`src/rtl/hermes_output_arbiter.sv`:
```
// Packet-level round-robin arbiter for one Hermes router output link with credit flow control.
// Optional stall watchdog is enabled by defining ARB_WATCHDOG_EN.
module hermes_output_arbiter #(
    parameter int FLIT_WIDTH     = 32,
    parameter int NPORTS         = 5,
    parameter int SIZE_WIDTH     = 16,
    parameter int WATCHDOG_LIMIT = 1024
) (
    input  logic                         clock,
    input  logic                         reset,
    input  logic [NPORTS-1:0]            req_i,
    input  logic [NPORTS*FLIT_WIDTH-1:0] flit_i,
    output logic [NPORTS-1:0]            pop_o,
    input  logic                         credit_i,
    output logic                         tx_o,
    output logic [FLIT_WIDTH-1:0]        data_o,
    output logic [NPORTS-1:0]            grant_o,
    output logic                         busy_o,
    output logic                         timeout_o
);

    localparam int IDX_W = (NPORTS > 1) ? $clog2(NPORTS) : 1;

    typedef enum logic [1:0] {
        IDLE    = 2'd0,
        HEADER  = 2'd1,
        SIZE    = 2'd2,
        PAYLOAD = 2'd3
    } state_t;

    state_t                 state_reg, state_next;
    logic [NPORTS-1:0]      grant_reg, grant_next;
    logic [IDX_W-1:0]       last_reg, last_next;
    logic [SIZE_WIDTH-1:0]  remaining_reg, remaining_next;

    logic [FLIT_WIDTH-1:0]  flit_arr [NPORTS];
    logic [FLIT_WIDTH-1:0]  owner_flit;
    logic                   owner_req;
    logic                   xfer;
    logic                   pick_valid;
    logic [IDX_W-1:0]       pick_idx;

    generate
        for (genvar gi = 0; gi < NPORTS; gi++) begin : g_unpack
            assign flit_arr[gi] = flit_i[gi*FLIT_WIDTH +: FLIT_WIDTH];
        end
    endgenerate

    // Grant is one-hot, so an AND-OR mux selects the owner's flit and request.
    always_comb begin
        owner_flit = '0;
        owner_req  = 1'b0;
        for (int k = 0; k < NPORTS; k++) begin
            if (grant_reg[k]) begin
                owner_flit = owner_flit | flit_arr[k];
                owner_req  = owner_req | req_i[k];
            end
        end
    end

    // Scan last+NPORTS down to last+1 so the closest requester after last wins.
    always_comb begin
        int cand;
        pick_valid = 1'b0;
        pick_idx   = last_reg;
        cand       = 0;
        for (int off = NPORTS; off >= 1; off--) begin
            cand = int'(last_reg) + off;
            if (cand >= NPORTS) begin
                cand = cand - NPORTS;
            end
            if (req_i[cand[IDX_W-1:0]]) begin
                pick_valid = 1'b1;
                pick_idx   = cand[IDX_W-1:0];
            end
        end
    end

    assign xfer = (state_reg != IDLE) && owner_req && credit_i;

    always_comb begin
        state_next     = state_reg;
        grant_next     = grant_reg;
        last_next      = last_reg;
        remaining_next = remaining_reg;
        case (state_reg)
            IDLE: begin
                if (pick_valid) begin
                    grant_next           = '0;
                    grant_next[pick_idx] = 1'b1;
                    last_next            = pick_idx;
                    state_next           = HEADER;
                end
            end
            HEADER: begin
                if (xfer) begin
                    state_next = SIZE;
                end
            end
            SIZE: begin
                if (xfer) begin
                    remaining_next = owner_flit[SIZE_WIDTH-1:0];
                    if (owner_flit[SIZE_WIDTH-1:0] == '0) begin
                        state_next = IDLE;
                        grant_next = '0;
                    end else begin
                        state_next = PAYLOAD;
                    end
                end
            end
            PAYLOAD: begin
                if (xfer) begin
                    // Guarded decrement: the counter can never wrap below zero.
                    if (remaining_reg != '0) begin
                        remaining_next = remaining_reg - 1'b1;
                    end
                    if (remaining_reg <= SIZE_WIDTH'(1)) begin
                        state_next = IDLE;
                        grant_next = '0;
                    end
                end
            end
            default: begin
                state_next = IDLE;
                grant_next = '0;
            end
        endcase
    end

    always_ff @(posedge clock or posedge reset) begin
        if (reset) begin
            state_reg     <= IDLE;
            grant_reg     <= '0;
            last_reg      <= IDX_W'(NPORTS - 1);
            remaining_reg <= '0;
        end else begin
            state_reg     <= state_next;
            grant_reg     <= grant_next;
            last_reg      <= last_next;
            remaining_reg <= remaining_next;
        end
    end

    assign tx_o    = xfer;
    assign pop_o   = xfer ? grant_reg : '0;
    assign data_o  = xfer ? owner_flit : '0;
    assign grant_o = grant_reg;
    assign busy_o  = (state_reg != IDLE);

`ifdef ARB_WATCHDOG_EN
    localparam int WD_W = $clog2(WATCHDOG_LIMIT + 1);

    logic [WD_W-1:0] stall_cnt_reg, stall_cnt_next;
    logic            timeout_reg, timeout_next;

    // Counts consecutive owned cycles with no transfer; saturates at the limit.
    always_comb begin
        stall_cnt_next = '0;
        timeout_next   = timeout_reg;
        if ((state_reg != IDLE) && !xfer) begin
            if (stall_cnt_reg == WD_W'(WATCHDOG_LIMIT)) begin
                stall_cnt_next = stall_cnt_reg;
            end else begin
                stall_cnt_next = stall_cnt_reg + 1'b1;
            end
        end
        if (stall_cnt_next == WD_W'(WATCHDOG_LIMIT)) begin
            timeout_next = 1'b1;
        end
    end

    always_ff @(posedge clock or posedge reset) begin
        if (reset) begin
            stall_cnt_reg <= '0;
            timeout_reg   <= 1'b0;
        end else begin
            stall_cnt_reg <= stall_cnt_next;
            timeout_reg   <= timeout_next;
        end
    end

    assign timeout_o = timeout_reg;
`else
    assign timeout_o = 1'b0;
`endif

endmodule

```
`config.mk`:
```
export PLATFORM = sky130hd
export DESIGN_NAME = hermes_output_arbiter
export DESIGN_NICKNAME = d
export VERILOG_FILES = /design/src/rtl/hermes_output_arbiter.sv
export SDC_FILE = /design/constraint.sdc
export NUM_CORES = 1
export LEC_CHECK = 0
export CAP_MARGIN = 10
export CORE_AREA = 5 5 100 102
export DETAILED_ROUTE_END_ITERATION = 6
export DIE_AREA = 0 0 105 107
export PLACE_DENSITY = 0.86
export SLEW_MARGIN = 30
export SYNTH_ARGS = -nofsm -noshare
export SYNTH_HDL_FRONTEND = slang
export SYNTH_SLANG_ARGS = --single-unit
```
`constraint.sdc`:
```
create_clock -name clock -period 4.95 [get_ports clock]
set_clock_uncertainty 0.05 [all_clocks]
set_input_delay 0.99 -clock clock [delete_from_list [all_inputs] [get_ports clock]]
set_output_delay 0.99 -clock clock [all_outputs]
set_load 0.02 [all_outputs]
```
==> qor.txt <==
Result of the run -> finished, final reports clean
Areal power density over the cells -> 547 nW/um^2
Drt drc -> 0
Final critical delay including setup and external delays -> 4.53 ns
Initial DRT Pass Iterations -> 6
Avg Synthesized Cell Area -> 7.52 sq um
Critical path, cell by cell -> clkdlybuf4s50_1 > a222oi_1 > a31o_2 > inv_1 > and2_1 > clkdlybuf4s50_1
CTS Root Buffer Type -> sky130_fd_sc_hd__clkbuf_8
Class of the tightest hold or removal check -> reg -> reg
Unrepaired setup endpoints after global routing -> no
Final Hold Fails -> 0
# diodes -> 0
Area taken by flip-flops and latches -> 652 sq um
Initial antenna violation count -> 1
Post-synth top area cell -> sky130_fd_sc_hd__dfrtp_1
Residual overflow from global routing -> 0
Ranking of synthesized cells by instance count -> 57 x sky130_fd_sc_hd__a21oi_1, 47 x sky130_fd_sc_hd__nand2_1, 39 x sky130_fd_sc_hd__nor2_1
Cell types occupying the most area after synthesis -> sky130_fd_sc_hd__dfrtp_1 17%, sky130_fd_sc_hd__a222oi_1 8.8%, sky130_fd_sc_hd__a21oi_1 7.8%, sky130_fd_sc_hd__a22oi_1 7.6%, sky130_fd_sc_hd__nand2_1 4.8%
Buffers inserted by post-CTS timing repair -> 0
Max Freq -> 221 MHz
CTS sink cnt -> 26
Tot GR Track Use -> 27.1%
Top-area cell type share of the netlist area -> 17.1%
Startpoint kind of the worst setup timing path -> input port
Setup TNS -> 0 ns
Leakage power -> 2.20 nW
Count of buffers inserted at the top-level ports -> 211
Number of library cell types mapped by synthesis -> 75
Final max-slew violation count -> 0
Maximum buffer depth of the clock tree -> 2
VDD IR max -> 440 uV
Total nets after synthesis -> 666
Max reg flops -> 16
Final-report setup violation count -> 0
Gate count of the mapped netlist -> 486
DP HPWL -> 13.1 mm
Net count, final -> 849
DR vias -> 4,918
Num ports -> 213
Routed Wire Length -> 16.4 mm
Critical path's most frequent cell -> sky130_fd_sc_hd__clkdlybuf4s50_1
Cell area after synthesis -> 3660 sq um
Worst-case headroom to the max-slew limit -> 43.4%
Endpoint kind of the worst setup timing path -> primary output
Pin count of the biggest net entering global routing -> 36
Initial standard-cell utilization of the core -> 40.5%
Worst Path Class, Setup -> in -> out
Number of flops mapped to enable cells by yosys -> 0
Resized Gates After CTS -> 0
Yosys warns -> 0
Clock tree from TritonCTS -> yes
Final-layout fill cell count -> 781
Delay contributed by the slowest stage of the critical path -> 0.57 ns
Number of DRC markers in iteration 0 -> 522
Max-cap check violation count -> 0
Die area -> 11,200 sq um
Via count of the first global-routing pass -> 4,888
Detail-routed via count per cell -> 6.31
WP data required -> 3.91 ns
Core Footprint -> 9020 sq um
Ys async rst share -> 100%
Worst Max-Slew Pin Slew -> 0.849 ns
Htree depth -> 1
Largest fanout on the critical path -> 24
Library cell with the highest instance count after synthesis -> sky130_fd_sc_hd__a21oi_1
Clock latency on the worst-skew pair -> 0.28 ns
Most instantiated flip-flop cell in the synthesis netlist -> sky130_fd_sc_hd__dfrtp_1
Critical Path Slowest Stage Cell -> sky130_fd_sc_hd__a31o_2
Routed length per placed instance -> 21.0 um
Layout cells sized above 1 -> 5.84%
Clock transition time at the flip-flop clock pins of the worst setup and hold paths -> 0.09 ns
Post-DRT Antenna Nets -> 0
Synthesis-stage register bit count -> 26
Width of the die -> 105 um
Hold bufs inserted after CTS -> 0
Die height -> 107 um
Synth-to-layout area growth -> 58.9%
Number of buffers created by CTS -> 3
Share of synthesized area occupied by flip-flops and latches -> 17.8%
Core occupancy in the finished layout -> 64.4%
Number of standard-cell rows in the floorplan -> 35
Final weighted congestion in routability-driven placement -> 0.956
First-pass GRT wire length -> 25.2 mm
Multi-input combinational cell area -> 2680 sq um
Crit path arrival time -> 3.49 ns
Final Cycle Share -> 91.5%
[worst max-delay path, delay by kind of cell]
kind                   cells  cell delay (ns)
buffers and inverters      3             1.31
AOI/OAI and AO/OA          2             0.99
and+or+nand+nor            1             0.22
[power by group]
part           leakage, nW  internal [mW]  switching [mW]
combinational         1.85           1.07            1.51
clock               0.0228         0.0578          0.0689
sequential           0.322          0.305           0.163
[worst paths after layout]
check / start / end / slack (ns) / depth (start not counted)
max: req_i[3] / pop_o[3] / 0.42 / 6
min: remaining_reg[11]$_DFFE_PP0P_ / remaining_reg[11]$_DFFE_PP0P_ / 0.48 / 2
max reg2reg: last_reg[0]$_DFFE_PP0P_ / grant_o[3]$_DFFE_PP0P_ / 1.23 / 10
min reg2reg: remaining_reg[11]$_DFFE_PP0P_ / remaining_reg[11]$_DFFE_PP0P_ / 0.48 / 2
max in group asynchronous: reset / last_reg[2]$_DFFE_PP1P_ / 3.44 / 2
min in group asynchronous: reset / remaining_reg[9]$_DFFE_PP0P_ / 1.02 / 2
[routing by layer]
metal	wire length, um	GRT usage, %	part of all wire [%]	vias up
li1	-	-	-	2268
met1	6320	33.7	39	2332
met2	8180	46.1	50	279
met3	1530	7.22	9.3	37
met4	352	7.40	2.1	2
met5	11	0	0.067	-
[through the flow]
stage	instance area [sq um]	instances	total power, mW	hold WS (ns)	setup WS, ns
finish	5810	779	3.17	0.476	0.420
global route	5810	779	3.40	0.519	0.292
CTS	5810	779	3.13	0.477	0.428
detailed placement	5760	775	2.99	0.455	0.431
global placement	5760	775	2.92	0.429	0.526
floorplan	3660	486	2.30	0.400	1.57
[layout by cell type (no fill, tap or decap), types with 5 or more instances in the layout]
cell / Yosys / layout
sky130_fd_sc_hd__nand2_1: 47 / 47
sky130_fd_sc_hd__nor3_1: 14 / 14
sky130_fd_sc_hd__nand3_1: 7 / 7
sky130_fd_sc_hd__dfrtp_1: 25 / 25
sky130_fd_sc_hd__inv_1: 19 / 18
sky130_fd_sc_hd__a22oi_1: 37 / 37
sky130_fd_sc_hd__a21oi_1: 57 / 57
sky130_fd_sc_hd__and2_1: 6 / 6
sky130_fd_sc_hd__buf_4: 4 / 13
sky130_fd_sc_hd__ha_1: 11 / 11
sky130_fd_sc_hd__o22ai_1: 6 / 6
sky130_fd_sc_hd__nor2_1: 39 / 39
sky130_fd_sc_hd__a222oi_1: 32 / 32
sky130_fd_sc_hd__clkdlybuf4s50_1: 0 / 211
sky130_fd_sc_hd__xnor2_1: 5 / 5
sky130_fd_sc_hd__o21ai_0: 25 / 25
sky130_fd_sc_hd__nand2b_1: 8 / 8
sky130_fd_sc_hd__mux2i_1: 8 / 8
[kinds of logic (layout without fill, tap and decap cells)]
group | after synthesis | count (layout) | share of synthesized area, %
AO/OA/AOI/OAI | 214 | 214 | 43.6
adder cells (fa/ha/maj) | 12 | 12 | 4.31
flip-flops | 26 | 26 | 17.8
other | 1 | 1 | 0.103
XOR/XNOR | 5 | 5 | 1.20
AND/OR/NAND/NOR | 148 | 148 | 20.0
multiplexers | 13 | 13 | 4.14
buffers and inverters | 67 | 249 | 8.76
[area by class of cell]
type	count	area share [%]
Inverter	21	1.36
Multi-Input combinational cell	393	46.2
Clock buffer	4	0.776
Tap cell	111	2.39
Sequential cell	26	11.2
Timing Repair Buffer	224	38.0
Power figures use the tool's default switching activity.
